## src/rtl/branch_predictor.sv

```systemverilog
`default_nettype none
// ============================================================================
// Module      : branch_predictor
// Description : Direct-mapped branch target buffer with per-entry saturating
//               direction counters and resolved/mispredicted branch counters.
//               Lookup is combinational off registered state; updates land
//               at the clock edge that ends the update cycle.
// Revision    : 1.0 - initial release
// ============================================================================
module branch_predictor #(
  parameter int ENTRIES = 16,
  parameter int CNT_W   = 2
) (
  input  logic        CLK,
  input  logic        RST,
  input  logic [31:0] lookup_pc,
  output logic        pred_hit,
  output logic        pred_taken,
  output logic [31:0] pred_target,
  input  logic        update_en,
  input  logic [31:0] update_pc,
  input  logic        update_taken,
  input  logic [31:0] update_target,
  input  logic        update_mispredict,
  input  logic        flush_all,
  output logic [31:0] branch_cnt,
  output logic [31:0] mispred_cnt
);

  localparam int IDX_W = $clog2(ENTRIES);
  localparam int TAG_W = 30 - IDX_W;

  // Counter encodings: saturation limits, weakly-taken and weakly-not-taken
  localparam logic [CNT_W-1:0] c_CNT_MAX  = {CNT_W{1'b1}};
  localparam logic [CNT_W-1:0] c_CNT_MIN  = {CNT_W{1'b0}};
  localparam logic [CNT_W-1:0] c_CNT_ONE  = CNT_W'(1);
  localparam logic [CNT_W-1:0] c_CNT_WT   = {1'b1, {(CNT_W-1){1'b0}}};
  localparam logic [CNT_W-1:0] c_CNT_WNT  = {1'b0, {(CNT_W-1){1'b1}}};
  localparam logic [31:0]      c_CNT32_MAX = 32'hFFFF_FFFF;

  // Table storage
  logic [ENTRIES-1:0] r_valid;
  logic [TAG_W-1:0]   r_tag    [ENTRIES];
  logic [31:0]        r_target [ENTRIES];
  logic [CNT_W-1:0]   r_cnt    [ENTRIES];
  logic [31:0]        r_branch_cnt;
  logic [31:0]        r_mispred_cnt;

  // Lookup side
  logic [IDX_W-1:0] w_lk_idx;
  logic [TAG_W-1:0] w_lk_tag;
  logic [CNT_W-1:0] w_lk_cnt;

  // Update side
  logic [IDX_W-1:0] w_up_idx;
  logic [TAG_W-1:0] w_up_tag;
  logic             w_up_hit;
  logic             w_up_write;
  logic             w_alloc;
  logic [CNT_W-1:0] w_up_cnt;
  logic [CNT_W-1:0] w_cnt_inc;
  logic [CNT_W-1:0] w_cnt_dec;

  // Byte-offset bits of word-aligned PCs carry no information
  logic w_unused_pc_bits;
  assign w_unused_pc_bits = ^{lookup_pc[1:0], update_pc[1:0]};

  assign w_lk_idx = lookup_pc[IDX_W+1:2];
  assign w_lk_tag = lookup_pc[31:IDX_W+2];
  assign w_lk_cnt = r_cnt[w_lk_idx];

  assign pred_hit    = r_valid[w_lk_idx] && (r_tag[w_lk_idx] == w_lk_tag);
  assign pred_taken  = pred_hit && w_lk_cnt[CNT_W-1];
  assign pred_target = pred_taken ? r_target[w_lk_idx] : (lookup_pc + 32'd4);

  assign w_up_idx   = update_pc[IDX_W+1:2];
  assign w_up_tag   = update_pc[31:IDX_W+2];
  assign w_up_hit   = r_valid[w_up_idx] && (r_tag[w_up_idx] == w_up_tag);
  // flush_all drops any concurrent table update
  assign w_up_write = update_en && !flush_all;
  assign w_alloc    = w_up_write && !w_up_hit && update_taken;

  assign w_up_cnt  = r_cnt[w_up_idx];
  assign w_cnt_inc = (w_up_cnt == c_CNT_MAX) ? w_up_cnt : (w_up_cnt + c_CNT_ONE);
  assign w_cnt_dec = (w_up_cnt == c_CNT_MIN) ? w_up_cnt : (w_up_cnt - c_CNT_ONE);

  assign branch_cnt  = r_branch_cnt;
  assign mispred_cnt = r_mispred_cnt;

  // Valid bits and direction counters: reset, flush, train on hit, allocate on taken miss
  always_ff @(posedge CLK or posedge RST) begin
    if (RST) begin
      r_valid <= '0;
      for (int i = 0; i < ENTRIES; i++) begin
        r_cnt[i] <= c_CNT_WNT;
      end
    end else if (flush_all) begin
      r_valid <= '0;
    end else if (update_en) begin
      if (w_up_hit) begin
        r_cnt[w_up_idx] <= update_taken ? w_cnt_inc : w_cnt_dec;
      end else if (update_taken) begin
        r_valid[w_up_idx] <= 1'b1;
        r_cnt[w_up_idx]   <= c_CNT_WT;
      end
    end
  end

  // Tags and targets need no reset: an entry is only ever read while its valid bit is set
  always_ff @(posedge CLK) begin
    if (w_up_write && update_taken) begin
      r_target[w_up_idx] <= update_target;
      if (w_alloc) begin
        r_tag[w_up_idx] <= w_up_tag;
      end
    end
  end

  // Resolved-branch and mispredict counters, saturating, counted even during flush
  always_ff @(posedge CLK or posedge RST) begin
    if (RST) begin
      r_branch_cnt  <= '0;
      r_mispred_cnt <= '0;
    end else if (update_en) begin
      if (r_branch_cnt != c_CNT32_MAX) begin
        r_branch_cnt <= r_branch_cnt + 32'd1;
      end
      if (update_mispredict && (r_mispred_cnt != c_CNT32_MAX)) begin
        r_mispred_cnt <= r_mispred_cnt + 32'd1;
      end
    end
  end

endmodule
`default_nettype wire

```

## config.mk

```make
export PLATFORM = sky130hd
export DESIGN_NAME = branch_predictor
export DESIGN_NICKNAME = d
export VERILOG_FILES = /design/src/rtl/branch_predictor.sv
export SDC_FILE = /design/constraint.sdc
export NUM_CORES = 1
export LEC_CHECK = 0
export CAP_MARGIN = 20
export CORE_MARGIN = 8
export CORE_UTILIZATION = 55
export DETAILED_ROUTE_END_ITERATION = 8
export PLACE_DENSITY = 0.72
export SETUP_SLACK_MARGIN = 0.1
export SYNTH_ARGS = -nofsm -noshare
export SYNTH_HDL_FRONTEND = slang
export SYNTH_SLANG_ARGS = --single-unit
export TNS_END_PERCENT = 1
```

## constraint.sdc

```tcl
create_clock -name CLK -period 4.55 [get_ports CLK]
set_input_delay 0.91 -clock CLK [delete_from_list [all_inputs] [get_ports CLK]]
set_output_delay 0.91 -clock CLK [all_outputs]
set_load 0.05 [all_outputs]
```

Word level (Yosys, flattened, before mapping)
Memories as Yosys holds them, arrays and structs flattened.
Index checks and enable logic that the tools add are counted.
Widths: inputs -> output; s select.
{ "totals": {"n_memories": 2, "in_bits": 102, "ram_bits": 928, "register_bits": 112, "word_cells": 95} }
{ "classes": {"n_lt_le_gt_ge": 6, "eq_ne": 6, "bitwise_logic": 7, "n_reduce_logical": 20, "muxes": 30, "add_sub_neg": 5} }
{ "mem_list": {"columns": ["memory", "words", "width", "rd", "rd_clocked_by_memory_dff", "write_ports", "line", "text"], "rows": [
  ["r_target", 16, 32, 1, 0, 1, "44", "logic [31:0] r_target [ENTRIES];"],
  ["r_tag", 16, 26, 2, 0, 1, "43", "logic [TAG_W-1:0] r_tag [ENTRIES];"]
]} }
{ "ops": {"columns": ["cell", "count"], "rows": [
  ["$mux 32", 3],
  ["$add 32x1->32 const B", 2],
  ["$mux 16", 4],
  ["$ne 32x32->1 const B", 2],
  ["$eq 26x26->1", 2],
  ["$add 32x3->32 const B", 1],
  ["$bwmux 32", 1],
  ["$or 16x16->16", 2],
  ["$and 16x16->16", 1],
  ["$bmux 2 s4", 2],
  ["$mux 2", 8],
  ["$not 16->16", 1],
  ["$ge 5x5->1 const B", 2],
  ["$logic_and 1x1->1", 10],
  ["$lt 4x5->1 const B", 2],
  ["$not 4->5", 2],
  ["$bmux 1 s4", 2],
  ["$demux 2 s4", 1],
  ["$mux 1", 8],
  ["$reduce_and 3->1", 2],
  ["$reduce_bool 2->1", 3],
  ["$lt 5x1->1 const B", 1],
  ["$demux 1 s4", 1],
  ["$ge 4x1->1 const B", 1],
  ["other kinds (8)", 10]
]} }

Longest topological paths before layout
Gate-level depths: netlist of the first run.
{ "depth": {"ltp_word": 9, "depth_mapped": 14} }

Worst setup path before layout of the first run
Ideal clock, no wire load.
{ "synth_timing": {"path_kind": "input to output", "start": "input lookup_pc[3]", "end": "output pred_taken", "slack_ps": -729, "path_buffers": 8, "stages": 14, "arrival_time_ps": 4369, "cell_sequence": "buf_4 -> buf_4 -> buf_4 -> buf_4 -> buf_4 -> buf_2 -> clkbuf_1 -> buf_2 -> nand2_1 -> o21ai_0 -> o21ai_0 -> nor4b_1 -> nand4_1 -> nor3b_1"} }
{ "synth_via": {"elab_chain_len": 5, "elab_cells_between_ends": 10, "cone_classes": "eq/ne: 1; mux: 5; bitwise: 1; reduce/logical: 2; memory: 1"} }
{ "synth_rtl": {"columns": ["element", "line", "text"], "rows": [
  ["start: declaration", "16", "input logic [31:0] lookup_pc,"],
  ["parallel branches: the longest is 4 deep, another holds $mem_v2 16x26", null, null],
  ["$logic_and 1x1->1 *", "73", "assign pred_taken = pred_hit && w_lk_cnt[CNT_W-1];"],
  ["end: declaration", "18", "output logic pred_taken,"]
]} }
Mark *: on every way between the ends. The select of a mux whose other input is x is not followed.

Worst setup path after layout of the first run
{ "layout_timing": {"start": "input lookup_pc[5]", "end": "output pred_target[19]"} }
{ "layout_via": {"elab_chain_len": 6, "elab_cells_between_ends": 13, "cone_classes": "add/sub: 1; eq/ne: 1; mux: 6; bitwise: 1; reduce/logical: 2; memory: 2"} }
{ "layout_rtl": {"columns": ["element", "line", "text"], "rows": [
  ["parallel branches: the longest is 5 deep, another holds $mem_v2 16x26", null, null],
  ["$mux 32 *", "74", "assign pred_target = pred_taken ? r_target[w_lk_idx] : (lookup_pc + 32'd4);"],
  ["end: declaration", "19", "output logic [31:0] pred_target,"]
]} }
Marked as above.

==> results.md, run 1 <==
* Die height at 307 um
* Tot Pwr at ~22000 uW
* Peak VDD IR at roughly 430 uV
* Min Hold Slack at 0.486 ns
* Final antenna-violating net count at 0
* Mapped Nets at about 2700
* Syn Area/Cell at between 15 and 20 um^2
* DRC errors left at 0
* First-pass GRT wire length at between 200000 and 250000 um
* Post-Syn Area at 46500 um^2
* Num rows at approximately 110
* Leakage power at between 0.015 and 0.02 uW
* CP max FO at 10
* Slew at the pin closest to its max-slew limit at 0.885 ns
* Yosys warning total at 0
* Post-Syn Instances at 2548
* CP Class: in2out
* Design area at about 57000 um^2
* Initial DRC Count at between 3000 and 4000
* Startpoint Class: input pin
* CTS H-Tree Depth at 3
* RSZ-0062 raised after global routing: yes
* Worst-case clock buffer depth at 3
* Max-cap check violation count at 0
* DR WL/cell at approximately 33 um
* Pins over their slew limit at 0
* Die Wd at ~300 um
* Clock Skew at 0.0579 ns
* Largest family of logic cells by synthesized area: multiplexers
* Post-synth EDFFs at slightly above 900
* Final Hold Viols at 0
* Inserted Clock Buffers at ~110
* Post-Place Cells at ~4100
* Clk sink count at between 1000 and 1500
* Core area at 83700 um^2
* Status: finished, violations left
* Via-per-instance ratio at between 6 and 7
* Crit path time final at 5.02 ns
* Setup violators final at 34
* Vias in the first global route at 29304
* Synth Area in Compound Gates at 0.0365
* Vias at ~28000
* Die area at roughly 94000 um^2
* Critical Path RT at 3.64 ns
* Top_reg_cell synth: edfxtp_1
* Xor/xnor share of the synthesized area at 0.0275
* Final setup margin at -0.470 ns
* Top Ports at 200
* PortBufs at around 200
* Clk_lat worst skew at 0.70 ns
* Root buffer cell: clkbuf_16
* Share of cells above drive strength 1 at 0.329
* Largest net degree at the start of global routing at 130
* Worst-path clk slew at roughly 0.060 ns
* Final WL at between 100000 and 150000 um
* Synth Register Bits at ~1000
* Sequential area share after synthesis at 0.659
* Final non-filler cell total at roughly 4300
* Post-synthesis mux area share at 0.211
* Total congestion overflow at 0
* Initial Utilization at 0.556
* CP Capture Type: output pin
* CTS tree: yes
* Initial antenna violation count at 10
* Hold Crit Class: reg2reg
* Post-DP Area at between 50000 and 60000 um^2
* Tcrit/Tclk final at 1.10
* HPWL Detailed at 91800 um
* # fillers at 5339
* Violated checks: negative setup slack
* P per Cell Area at 385 nW/um^2
* Asr flop ratio synth at 0.108
* Final GP Congestion at between 0.9 and 1
* Area Growth Syn to Fin at 22.2%
* Pre-Repair DR Iteration Count at 7
* Netlist cell types at 79
* Post-synthesis simple-gate area fraction at 0.0435
* Crit path DAT at ~4.1 ns
* Area share of fa/ha/maj cells after synthesis at 0.00124
* Max Fclk at 199 MHz
* Worst slew margin at 0.410
* Overall global routing resource usage at 0.295
* Post-layout net count at between 3000 and 4000
-- worst paths after layout --
kind	cells past startpoint	to	slack [ns]	startpoint
setup / recovery	12	pred_target[19]	-0.47	lookup_pc[5]
hold / removal	1	mispred_cnt[26]$_DFFE_PP0P_	0.49	mispred_cnt[26]$_DFFE_PP0P_
setup reg to reg	12	r_cnt[0]$_DFFE_PP1P_	1.01	r_tag[9][21]$_DFFE_PP_
hold reg to reg	1	mispred_cnt[26]$_DFFE_PP0P_	0.49	mispred_cnt[26]$_DFFE_PP0P_
max in group asynchronous	3	r_cnt[4]$_DFFE_PP1P_	2.85	RST
min in group asynchronous	2	mispred_cnt[13]$_DFFE_PP0P_	0.77	RST
-- cells by family after synthesis --
logic type / count (synthesis)
adders and majority gates: 5
muxes: 517
xor gates and xnor gates: 146
DFF: 1040
AOI/OAI and AO/OA: 235
buffers and inverters: 208
and+or+nand+nor: 397
-- Yosys cell counts, types with 36 or more instances --
master	instances	share of area
a21oi_1	36	0.0039
buf_2	48	0.0052
clkbuf_1	59	0.0048
dfrtp_1	96	0.052
edfxtp_1	928	0.60
inv_1	54	0.0044
mux2i_1	110	0.024
mux4_2	367	0.18
nand2_1	96	0.0077
nand3_1	47	0.0051
nand4_1	38	0.0051
nor2_1	103	0.0083
xnor2_1	88	0.017
xor2_1	58	0.011
-- flip-flops by register name (all words and copies together), names as in the netlist --
register	count
r_cnt	32
r_target	512
branch_cnt	32
mispred_cnt	32
r_valid	16
r_tag	416
-- worst max-delay path: stages --
cell and delay (ns):
clkdlybuf4s50_1 0.50, inv_4 0.18, mux4_2 0.56, nor2b_1 0.17, or4_4 0.50, nor4_4 0.16
nand4_1 0.14, buf_6 0.17, buf_12 0.16, buf_12 0.16, mux2_4 0.33, buf_12 0.15
-- metrics by stage --
stage / worst slack, ns / util / setup TNS [ns]
finish: -0.470 / 0.680 / -14.15
global route: -0.531 / 0.680 / -16.49
CTS: -0.458 / 0.678 / -13.99
detailed placement: -0.538 / 0.634 / -16.62
global placement: -0.566 / 0.634 / -16.83
floorplan: -0.0660 / - / -24.83
-- report_power, final --
group | internal [uW] | switching (uW)
sequential | 10500 | 131
clock | 5060 | 3820
combinational | 1030 | 1330
-- cell usage in the layout (no fill, tap or decap), types with 9 or more instances in the layout --
| master | n |
|---|---|
| a21oi_1 | 36 |
| a22oi_1 | 29 |
| and3_1 | 23 |
| and4_1 | 9 |
| buf_12 | 97 |
| buf_4 | 253 |
| buf_6 | 20 |
| bufinv_16 | 12 |
| clkbuf_1 | 19 |
| clkbuf_16 | 106 |
| clkdlybuf4s50_1 | 157 |
| clkinv_1 | 17 |
| clkinv_2 | 27 |
| dfrtp_1 | 96 |
| dfstp_2 | 16 |
| diode_2 | 11 |
| edfxtp_1 | 928 |
| inv_1 | 37 |
| inv_2 | 17 |
| mux2_2 | 10 |
| mux2_4 | 30 |
| mux2i_1 | 107 |
| mux4_2 | 367 |
| nand2_1 | 96 |
| nand3_1 | 47 |
| nand4_1 | 38 |
| nor2_1 | 84 |
| nor2_4 | 17 |
| nor2b_1 | 14 |
| nor3_1 | 12 |
| o211ai_1 | 18 |
| o21a_1 | 14 |
| o21ai_0 | 19 |
| o22ai_1 | 23 |
| o31ai_1 | 17 |
| xnor2_1 | 88 |
| xor2_1 | 58 |
-- layer usage --
layer,routed length (um),global-route usage
met5,13,0
met4,7350,0.133
met2,68700,0.486
met1,50700,0.379
met3,13400,0.0630
-- cell type report --
class,count,area [um^2],area share
sequential,1040,30700,0.540
multi-input combinational,1300,15200,0.268
timing repair buffer,530,5710,0.100
clock buffer,127,2750,0.0484
tap,1134,1420,0.0249
clock inverter,72,835,0.0147
inverter,56,215,0.00378
antenna,11,27.5,0.000484
-- what timing repair did --
| action | 4_1_cts | 5_1_grt |
|---|---|---|
| pin swaps | 1 | 0 |
| hold buffers | 0 | 0 |
| gates resized for setup | 23 | 21 |
| gates cloned | 1 | 0 |
| setup buffers | 3 | 0 |
| setup endpoints to repair | 34 | 34 |
Power figures use the tool's default switching activity.
==> run 2, diff against run 1 <==
--- a/config.mk
+++ b/config.mk
@@ -10,6 +10,7 @@
 export CORE_UTILIZATION = 55
 export DETAILED_ROUTE_END_ITERATION = 8
 export PLACE_DENSITY = 0.72
+export REMOVE_ABC_BUFFERS = 1
 export SETUP_SLACK_MARGIN = 0.1
 export SYNTH_ARGS = -nofsm -noshare
 export SYNTH_HDL_FRONTEND = slang
==> run 2 against run 1 <==
Net effect:
- the run still ends with negative setup slack left
- global-route usage fell by 0.64 points
- combinational power decreased by 2%
- setup slack got worse by 0.065 ns
- first-iteration DRC count fell by 11%
- cell area shrank 1.3%
- sequential share of layout area rose by 0.74 points
- register-to-register slack worse by 0.20 ns
- power shrank 3.2%
- worst hold slack better by 0.019 ns
- clock-buffer cell count is 11 higher
==> results.md, run 2 (same netlist as run 1, synthesis figures left out) <==
* CP Class: in2out
* Final WL at around 140000 um
* Area Growth Syn to Fin at 20.6%
* Status: finished, violations left
* Startpoint Class: input pin
* Leakage power at between 0.015 and 0.02 uW
* Final GP Congestion at between 0.9 and 1
* Vias in the first global route at 28725
* PortBufs at 197
* Regs by FF count: r_target x512, r_tag x416
* Worst path cell trace: buf_16 -> buf_16 -> and2_1 -> buf_4 -> buf_4 -> a22oi_2 -> a211oi_2 -> a2111oi_2 -> nand2_1 -> nor4_4 -> nand4_1 -> buf_6 -> buf_12 -> mux2_2 -> buf_4
* Total congestion overflow at 0
* Via-per-instance ratio at 6.64
* Tcrit/Tclk final at 1.12
* Most used cell, CP: buf_4
* Final setup margin at -0.535 ns
* Initial antenna violation count at 4
* Max-cap check violation count at 0
* Share of cells above drive strength 1 at 0.317
* Clock Skew at 0.0352 ns
* Most flop-heavy register: r_target
* Violated checks: negative setup slack
* Most frequent cells in the layout: edfxtp_1 (928), mux4_2 (367), buf_4 (254), clkdlybuf4s50_1 (156)
* Worst-path clk slew at 0.06 ns
* Top Ports at 200
* Post-layout util at 0.671
* Largest net degree at the start of global routing at 91
* Peak VDD IR at approximately 350 uV
* Hold Crit Class: reg2reg
* Final Hold Viols at 0
* DR WL/cell at between 30 and 40 um
* Core area at 83700 um^2
* Final antenna-violating net count at 0
* Crit path time final at slightly above 5 ns
* DRC errors left at 0
* Crit path DAT at around 4.2 ns
* Final non-filler cell total at around 4200
* CTS tree: yes
* Post-DP Area at around 52000 um^2
* CTS H-Tree Depth at 3
* Worst-case clock buffer depth at 3
* Die height at around 310 um
* Worst slew margin at 0.295
* Clk_lat worst skew at 0.69 ns
* Num rows at 106
* Post-layout net count at between 3000 and 4000
* Max Fclk at a little under 200 MHz
* Post-Place Cells at ~4000
* Setup violators final at 34
* CP max stage cell: a2111oi_2
* Critical Path RT at roughly 3.6 ns
* First-pass GRT wire length at 198000 um
* RSZ-0062 raised after global routing: yes
* Max reg flops at 512
* Pre-Repair DR Iteration Count at 6
* Inserted Clock Buffers at roughly 100
* Initial Utilization at 0.556
* Clk sink count at 1040
* Slowest Stage Delay on Critical Path at between 0.3 and 0.4 ns
* P per Cell Area at ~380 nW/um^2
* HPWL Detailed at 89600 um
* Die Wd at between 300 and 400 um
* CP Capture Type: output pin
* # hold bufs at CTS at 0
* Initial DRC Count at about 3200
* Die area at approximately 94000 um^2
* Commonest non-fill, non-tap cell in the layout: edfxtp_1
* Slew at the pin closest to its max-slew limit at roughly 1.1 ns
* Root buffer cell: clkbuf_16
* Vias at around 28000
* CP max FO at 16
* Overall global routing resource usage at 0.288
* Design area at about 56000 um^2
* Pins over their slew limit at 0
## run 2: cell types whose count changed in the layout (fill, tap and decap cells not counted), moves of 5 or more
cell	previous run	this run
mux2_1	0	11
bufinv_16	12	4
clkinv_2	27	15
buf_6	20	36
mux2_2	10	19
diode_2	11	2
clkbuf_1	19	30
buf_12	97	65
buf_16	1	6
mux2_4	30	10
## run 2: cell type report
cell class | instances | area, um^2
diodes | 2 | 5.00
clock buffers | 138 | 2800
clock inverters | 54 | 467
fillers | 5419 | 27600
inverters | 56 | 218
multi-input cells | 1300 | 15200
flip-flops and latches | 1040 | 30700
well taps | 1134 | 1420
repair buffers | 518 | 5350
## run 2: repair_timing
item                       CTS  global route
setup endpoints to repair   34            34
pin swaps                    4             3
buffers inserted             4             0
resized for setup           70            16
gates cloned                 2             0
## run 2: critical path, delay by kind of cell
family	cells	cell delay, ns
mux	1	0.34
simple gates	4	0.93
compound gates	3	0.68
buf+inv	7	1.27
## run 2: power by group
part	switching (uW)	total [uW]	internal (uW)
clock network	3640	8230	4590
registers	126	10700	10500
logic	1320	2320	1000
total	5090	21200	16100
## run 2: metrics by stage
step,power [uW],TNS [ns],worst slack (ns),hold WS [ns]
floorplan,11900,-592.57,-2.70,0.486
global placement,13100,-23.64,-0.817,0.474
detailed placement,13100,-22.42,-0.772,0.487
CTS,21300,-12.66,-0.440,0.503
global route,21800,-17.26,-0.563,0.516
finish,21200,-15.69,-0.535,0.505
## run 2: layer usage
metal / wire [um] / GRT usage / up-vias
li1: - / - / 11422
met1: 50800 / 0.381 / 14860
met2: 66200 / 0.463 / 1605
met3: 13600 / 0.0714 / 287
met4: 6080 / 0.115 / 4
met5: 28 / 0 / -
## run 2: path summary, 6_finish.rpt
kind	startpoint	to	slack, ns	cells past startpoint
max	lookup_pc[3]	pred_target[30]	-0.54	15
min	branch_cnt[15]$_DFFE_PP0P_	branch_cnt[15]$_DFFE_PP0P_	0.50	1
max reg2reg	r_tag[3][21]$_DFFE_PP_	r_cnt[2]$_DFFE_PP1P_	0.81	11
min reg2reg	branch_cnt[15]$_DFFE_PP0P_	branch_cnt[15]$_DFFE_PP0P_	0.50	1
max in group asynchronous	RST	mispred_cnt[30]$_DFFE_PP0P_	3.01	4
min in group asynchronous	RST	branch_cnt[12]$_DFFE_PP0P_	0.52	2
